--- config.mk ---
export PLATFORM = sky130hd
export DESIGN_NAME = csa_cpa_resolver_seq_flat
export DESIGN_NICKNAME = d
export VERILOG_FILES = /design/src/rtl/csa_cpa_resolver_seq_if.sv /design/src/rtl/csa_cpa_resolver_seq.sv /design/src/flat_wrapper.sv
export SDC_FILE = /design/constraint.sdc
export NUM_CORES = 1
export LEC_CHECK = 0
export BUFFER_PORTS_ARGS = -buffer_cell sky130_fd_sc_hd__buf_2
export CAP_MARGIN = 30
export CORE_MARGIN = 2
export CORE_UTILIZATION = 45
export CTS_CLUSTER_SIZE = 10
export DETAILED_ROUTE_END_ITERATION = 7
export PLACE_DENSITY = 0.68
export SYNTH_ARGS = -nofsm -noshare
export SYNTH_HDL_FRONTEND = slang
export SYNTH_SLANG_ARGS = --single-unit
--- constraint.sdc ---
create_clock -name clk -period 2.5 [get_ports clk]
set_input_delay 0.125 -clock clk [delete_from_list [all_inputs] [get_ports clk]]
set_output_delay 0.125 -clock clk [all_outputs]
set_load 0.01 [all_outputs]
--- src/rtl/csa_cpa_resolver_seq_if.sv ---
// Valid/ready bundle between the CSA tree, the resolver and the accumulate path.
// A side moves a beat on a rising edge where its valid and ready are both high; valid is held until then.
interface csa_cpa_resolver_seq_if #(
    parameter int S_WIDTH   = 24,
    parameter int C_WIDTH   = 25,
    parameter int OUT_WIDTH = 26
);
    logic                 in_valid;
    logic                 in_ready;
    logic [S_WIDTH-1:0]   in_sum;
    logic [C_WIDTH-1:0]   in_carry;
    logic                 out_valid;
    logic                 out_ready;
    logic [OUT_WIDTH-1:0] out_result;
    logic                 busy;

    modport master (
        output in_valid, in_sum, in_carry, out_ready,
        input  in_ready, out_valid, out_result, busy
    );

    modport slave (
        input  in_valid, in_sum, in_carry, out_ready,
        output in_ready, out_valid, out_result, busy
    );
endinterface

--- src/rtl/csa_cpa_resolver_seq.sv ---
// Slice-serial carry-propagate adder that collapses a CSA sum/carry pair into one
// binary result, SLICE bits per cycle, with valid/ready on both sides.
module csa_cpa_resolver_seq #(
    parameter int S_WIDTH   = 24,
    parameter int C_WIDTH   = 25,
    parameter int OUT_WIDTH = 26,
    parameter int SLICE     = 8
) (
    input  logic                        clk,
    input  logic                        rst,
    csa_cpa_resolver_seq_if.slave       bus,
    output logic [1:0]                  o_dbg_state
);
    localparam int NSLICE = (OUT_WIDTH + SLICE - 1) / SLICE;
    localparam int PAD    = NSLICE * SLICE;
    localparam int CNT_W  = $clog2(NSLICE + 1);

    typedef enum logic [1:0] {
        ST_IDLE = 2'd0,
        ST_ADD  = 2'd1,
        ST_HOLD = 2'd2
    } state_t;

    state_t               r_state;
    state_t               w_state_next;
    logic [PAD-1:0]       r_a;
    logic [PAD-1:0]       r_b;
    logic                 r_carry;
    logic [CNT_W-1:0]     r_cnt;
    logic [OUT_WIDTH-1:0] r_res;
    logic [SLICE:0]       w_sum;
    logic [OUT_WIDTH-1:0] w_res_next;
    logic                 w_last;

    assign w_last = (r_cnt == CNT_W'(NSLICE - 1));

    always_ff @(posedge clk) begin
        if (rst) begin
            r_state <= ST_IDLE;
        end else begin
            r_state <= w_state_next;
        end
    end

    always_comb begin
        w_state_next = r_state;
        case (r_state)
            ST_IDLE: if (bus.in_valid) w_state_next = ST_ADD;
            ST_ADD:  if (w_last)       w_state_next = ST_HOLD;
            ST_HOLD: if (bus.out_ready) w_state_next = ST_IDLE;
            default: w_state_next = ST_IDLE;
        endcase
    end

    // Operands shift down one slice per cycle, so the low slice is always the one being added.
    assign w_sum = {1'b0, r_a[SLICE-1:0]} + {1'b0, r_b[SLICE-1:0]} + {{SLICE{1'b0}}, r_carry};

    // Only the bits of the current slice that fall below OUT_WIDTH are written.
    always_comb begin
        w_res_next = r_res;
        for (int i = 0; i < OUT_WIDTH; i++) begin
            if (CNT_W'(i / SLICE) == r_cnt) begin
                w_res_next[i] = w_sum[i % SLICE];
            end
        end
    end

    always_ff @(posedge clk) begin
        if (rst) begin
            r_a     <= '0;
            r_b     <= '0;
            r_carry <= 1'b0;
            r_cnt   <= '0;
            r_res   <= '0;
        end else begin
            case (r_state)
                ST_IDLE: begin
                    if (bus.in_valid) begin
                        r_a     <= PAD'(bus.in_sum);
                        r_b     <= PAD'(bus.in_carry);
                        r_carry <= 1'b0;
                        r_cnt   <= '0;
                    end
                end
                ST_ADD: begin
                    r_a     <= r_a >> SLICE;
                    r_b     <= r_b >> SLICE;
                    r_carry <= w_sum[SLICE];
                    r_cnt   <= r_cnt + CNT_W'(1);
                    r_res   <= w_res_next;
                end
                default: ;
            endcase
        end
    end

    assign bus.in_ready   = (r_state == ST_IDLE) & ~rst;
    assign bus.out_valid  = (r_state == ST_HOLD);
    assign bus.out_result = r_res;
    assign bus.busy       = (r_state == ST_ADD) | (r_state == ST_HOLD);
    assign o_dbg_state    = r_state;
endmodule
--- src/flat_wrapper.sv ---
// flat-port wrapper written by rule: the top's interface ports become plain ports
module csa_cpa_resolver_seq_flat 
#(
    parameter int S_WIDTH   = 24,
    parameter int C_WIDTH   = 25,
    parameter int OUT_WIDTH = 26,
    parameter int SLICE     = 8
)
  (clk, rst, o_dbg_state, bus_in_valid, bus_in_sum, bus_in_carry, bus_out_ready, bus_in_ready, bus_out_valid, bus_out_result, bus_busy);
  csa_cpa_resolver_seq_if #(.S_WIDTH(S_WIDTH), .C_WIDTH(C_WIDTH), .OUT_WIDTH(OUT_WIDTH)) bus_i ();
  input  logic clk;
  input  logic rst;
  output logic [1:0] o_dbg_state;
  input wire logic [$bits(bus_i.in_valid)-1:0] bus_in_valid;
  input wire logic [$bits(bus_i.in_sum)-1:0] bus_in_sum;
  input wire logic [$bits(bus_i.in_carry)-1:0] bus_in_carry;
  input wire logic [$bits(bus_i.out_ready)-1:0] bus_out_ready;
  output wire logic [$bits(bus_i.in_ready)-1:0] bus_in_ready;
  output wire logic [$bits(bus_i.out_valid)-1:0] bus_out_valid;
  output wire logic [$bits(bus_i.out_result)-1:0] bus_out_result;
  output wire logic [$bits(bus_i.busy)-1:0] bus_busy;
  assign bus_i.in_valid = bus_in_valid;
  assign bus_i.in_sum = bus_in_sum;
  assign bus_i.in_carry = bus_in_carry;
  assign bus_i.out_ready = bus_out_ready;
  assign bus_in_ready = bus_i.in_ready;
  assign bus_out_valid = bus_i.out_valid;
  assign bus_out_result = bus_i.out_result;
  assign bus_busy = bus_i.busy;
  csa_cpa_resolver_seq #(.S_WIDTH(S_WIDTH), .C_WIDTH(C_WIDTH), .OUT_WIDTH(OUT_WIDTH), .SLICE(SLICE)) u_core (.clk(clk), .rst(rst), .bus(bus_i), .o_dbg_state(o_dbg_state));
endmodule
# ---- Word-level counts from Yosys, hierarchy flattened
# Cells that the tools add are included.
dict set report op_classes {
  n_bitwise 3
  muxes 12
  n_addsub 3
  n_reduce_logical 9
  shifts 0
  n_eq_ne 9
  multipliers 0
  div_mod_pow 0
  magnitude_cmp 0
}
# op count
set op_table {}
lappend op_table {{32-bit one-hot mux with 2 select lines} 2}
lappend op_table {{32-bit 2-to-1 mux} 2}
lappend op_table {{2-bit AND reduction} 5}
lappend op_table {{8-bit by 8-bit adder with 9-bit output} 1}
lappend op_table {{9-bit by 1-bit adder with 9-bit output} 1}
lappend op_table {{2-bit by 3-bit == test with 1-bit output, first input constant} 2}
lappend op_table {{2-bit 2-to-1 mux} 3}
lappend op_table {{2-bit one-hot mux with 3 select lines} 1}
lappend op_table {{3-bit one-hot mux with 2 select lines} 1}
lappend op_table {{2-bit inequality test, second input constant} 2}
lappend op_table {{3-bit by 1-bit adder with 3-bit output, second input constant} 1}
lappend op_table {{1-bit by 3-bit == test with 1-bit output, first input constant} 1}
lappend op_table {{3-bit by 2-bit == test with 1-bit output, second input constant} 1}
lappend op_table {{3-bit logical NOT} 1}
lappend op_table {{3-bit 2-to-1 mux} 1}
lappend op_table {{3-bit AND reduction} 1}
lappend op_table {{2-bit by 1-bit == test with 1-bit output, second input constant} 1}
lappend op_table {{2-bit == test, second input constant} 1}
lappend op_table {{2-bit logical NOT} 1}
lappend op_table {{2-bit by 1-bit inequality test with 1-bit output, second input constant} 1}
lappend op_table {{1-bit one-hot mux with 2 select lines} 1}
lappend op_table {{2-bit nonzero test} 1}
lappend op_table {{1-bit bitwise AND} 1}
lappend op_table {{1-bit 2-to-1 mux} 1}
lappend op_table {{other kinds (2)} 2}
dict set report totals {
  n_memories 0
  input_bits 53
  output_inout_bits 31
  ramBits 0
  register_bits 96
  mem_bits_ro 0
  latch_bits 0
}

# ---- Longest topological paths before layout
dict set report logic_depth {
  word_depth 3
  mapped_depth 10
}

# ---- Least setup slack after synthesis
# OpenSTA, ideal clock, no wires.
dict set report synth_timing {
  kind {flip-flop to flip-flop}
  from {register u_core.r_carry}
  to {register u_core.r_res[14], in the netlist u_core.bus.out_result[14]}
  path_slack_ns 0.657
  stages_incl_launch_ff 9
  synth_period_minus_slack_ns 1.843
  required_ns 2.413
  arrival_ns 1.756
  cell_sequence {dfxtp_1 fa_1 inv_1 fa_1 nand2b_1 nor3b_1 o21ai_1 xnor2_1 o31ai_1}
}
dict set report synth_via {
  elab_chain_cells 1
}
# item line
set synth_rtl {}
lappend synth_rtl {{start, declared} csa_cpa_resolver_seq.sv:28} ;# logic r_carry;
lappend synth_rtl {{start signal, assigned} csa_cpa_resolver_seq.sv:88} ;# r_carry <= w_sum[SLICE];
lappend synth_rtl {{9-bit by 1-bit adder with 9-bit output} csa_cpa_resolver_seq.sv:56} ;# assign w_sum = {1'b0, r_a[SLICE-1:0]} + {1'b0, r_b[SLICE-1:0]} + {{SLICE{1'b0}}, r_carry};
lappend synth_rtl {{end signal, assigned} csa_cpa_resolver_seq.sv:90} ;# r_res <= w_res_next;
lappend synth_rtl {{end, declared} csa_cpa_resolver_seq.sv:30} ;# logic [OUT_WIDTH-1:0] r_res;
# No other way between the ends.
# A chain may end at the register's enable or synchronous reset.

# ---- Worst setup path in the final report
# Ends and elaborated chain as after synthesis.

==> impl_metrics.toml <==
[timing]
fin_setup_tns_ns = 0
rsz0062_at_grt = "no"
fin_crit_ns = 2.14
relSlewSlack = 0.575
finClkSkew_ns = 0.00809
timing.final.crit_share = 0.858
hold_viol = 0
timing.fmax_ghz = 0.466
maxSlewViolCount = 0
setup_viol = 0
worst_pin_slew_ns = 0.637
finalWorstSetupSlack_ns = 0.356

[global_route]
antenna_found_initial = 0
grt_pass1_vias = 2846
grt_util_all_layers = 0.177
grt_max_degree = 43
grt.overflow.total = 0
grt_pass1_wl_um = 13700

[yosys]
ys_async_sr_fraction = 0
synth_top_flop_cell = "dfxtp_1"
syn_nets = 473
synthTopCellsByArea = "dfxtp_1 42%, mux2i_1 12%, a211oi_2 8.4%"
syn_inst = 403
synth_largest_area_cell = "dfxtp_1"
ys_seq_area_frac = 0.417
synth.distinct_cells = 43
yosysWarnings = 0
synth_seq_cells = 81
synth_edf_count = 0
synth.avg_cell_area_sq_um = 9.65
netlist.area_leader.share = 0.417
syn_area_sq_um = 3890

[floorplanning]
die_h_um = 97.0
core_sq_um = 8300
num_rows = 33
io_pins = 84
dieWidth_um = 97.0
dieArea_sq_um = 9400
initial_core_util = 0.469

[job]
maxCapViolCount = 0

[cts]
cts-buffers-inserted = 9
clk_path_buf_depth = 2
clk_pin_slew_ns = 0.08
clock_sinks = 81
htreeDepth = 3
post_cts_buffers = 0
root_buffer = "clkbuf_8"
cts_tree = "yes"
clk-insertion-delay-late_ns = 0.36

[pwr]
ir_drop_mv = 0.555
leakagePower_uw = 0.00197
power_density_nw_per_um2 = 1080

[layout]
fillers = 737
diodes = 0
register_area_sq_um = 1620
fin_cells = 599
multi_input_area_sq_um = 2060
syn2layout_area_growth_pct = 20.1
nets = 559
final_layout_size_suffix_gt1_frac = 0.281
postLayoutCellArea_sq_um = 4670

[detailed_routing]
met2_length_um = 3650
vias_per_cell = 5.08
route.vias.total = 3042
wl_met1_um = 3940
met3_length_um = 414
firstDrtPassIters = 4
wire_per_inst_um = 13.5
antenna_left = 0
drt_iter0_markers = 112
topRoutingLayerUsed = "met4"
drc = 0
drt_wl_total_um = 8100

[worst_setup_path]
start_kind = "register"
cp.arrival_ns = 2.37
end_kind = "register"
crit_type = "reg2reg"
required_ns = 2.73
path_max_fanout = 3
reg2reg_depth = 8

[placed_design]
portBuffers = 83
place.gp.congestion = 0.798
placed_cells = 567
dp_hpwl_um = 5660
postPlaceCellArea_sq_um = 4320
post-place-ws_ns = 0.416

[min_path]
hp-class = "in2reg"
hold_depth = 3

[outcome]
status = "complete, no violations"
-- per-layer routing --
layer  vias to the layer above  GRT usage
met1                      1375      0.239
met5                         -          0
met4                         0     0.0520
li1                       1590          -
met3                         8     0.0571
met2                        69      0.269
-- power by group --
| part | leakage, uW | switching (uW) | internal, uW |
|---|---|---|---|
| clock | 0.0000919 | 487 | 418 |
| sequential | 0.000663 | 201 | 1630 |
| combinational | 0.00122 | 1350 | 949 |
| total | 0.00197 | 2030 | 2990 |
-- layout by cell type, fill, tap and decap left out, types with 3 or more instances in the layout --
cell and count:
nand2b_1 4, dlygate4sd3_1 16, a21oi_1 28, buf_2 83, clkbuf_8 11, mux2i_1 45
a211oi_1 8, nor4_1 3, nor2b_1 6, a211oi_2 26, a221o_1 3, inv_1 10
o31ai_1 10, nor2_1 55, buf_4 5, nand2_1 38, ha_1 14, dfxtp_1 81
nand3b_1 9, nor3b_1 3, xnor2_1 4
-- layout make-up --
type | instances | area share
Inverter | 10 | 0.00803
Timing Repair Buffer | 105 | 0.136
Sequential cell | 81 | 0.347
Tap cell | 105 | 0.0281
Multi-Input combinational cell | 282 | 0.441
Clock buffer | 11 | 0.0324
Clock inverter | 5 | 0.00803
-- state kept, by name (all words and copies together), names as in the netlist --
signal and count:
u_core.bus.out_result 26, u_core.r_b 25, u_core.r_a 24, u_core.r_cnt 3
u_core.o_dbg_state 2, u_core.r_carry 1
-- path summary, 6_finish.rpt --
kind | startpoint | endpoint | slack, ns
max | u_core.r_carry | u_core.bus.out_result[14] | 0.36
min | bus_in_sum[12] | u_core.r_a[12] | 0.1
max reg2reg | u_core.r_carry | u_core.bus.out_result[14] | 0.36
min reg2reg | u_core.r_b[20] | u_core.r_b[20] | 0.46
-- synthesized netlist by cell type, drive strengths merged (7+ instances only) --
cell    number
a211oi      34
a21oi       29
buf         23
clkbuf       7
dfxtp       81
ha          15
inv         10
mux2i       45
nand2       39
nand3b       9
nor2        55
nor2b        7
o31ai       10
-- stage by stage --
stage	power, uW	hold slack [ns]	util
6_report	5030	0.0987	0.563
4_1_cts	5080	0.0890	0.563
3_5_place_dp	4130	0.371	0.521
2_1_floorplan	3720	0.261	-
3_3_place_gp	4080	0.367	0.521
5_1_grt	5410	0.115	0.563
-- kinds of logic after synthesis --
group / Yosys count / synth area share
AO/OA/AOI/OAI: 89 / 0.192
XOR/XNOR: 6 / 0.0135
adder cells (fa/ha/maj): 17 / 0.0585
buffers and inverters: 40 / 0.0544
flip-flops: 81 / 0.417
multiplexers: 45 / 0.116
AND/OR/NAND/NOR: 125 / 0.149
-- critical path: stages (launching register included) --
cell	delay (ns)
dfxtp_1	0.33
fa_1	0.47
inv_1	0.09
fa_1	0.19
nand2b_1	0.15
nor3b_1	0.25
o21ai_1	0.16
xnor2_1	0.27
o31ai_1	0.11
-- what timing repair did --
| action | in CTS | in global routing |
|---|---|---|
| gates resized for setup | 0 | 0 |
| hold buffers | 16 | 0 |
| endpoints found under the hold margin | 16 | 0 |
No activity file was read; power rests on OpenSTA's default activity.
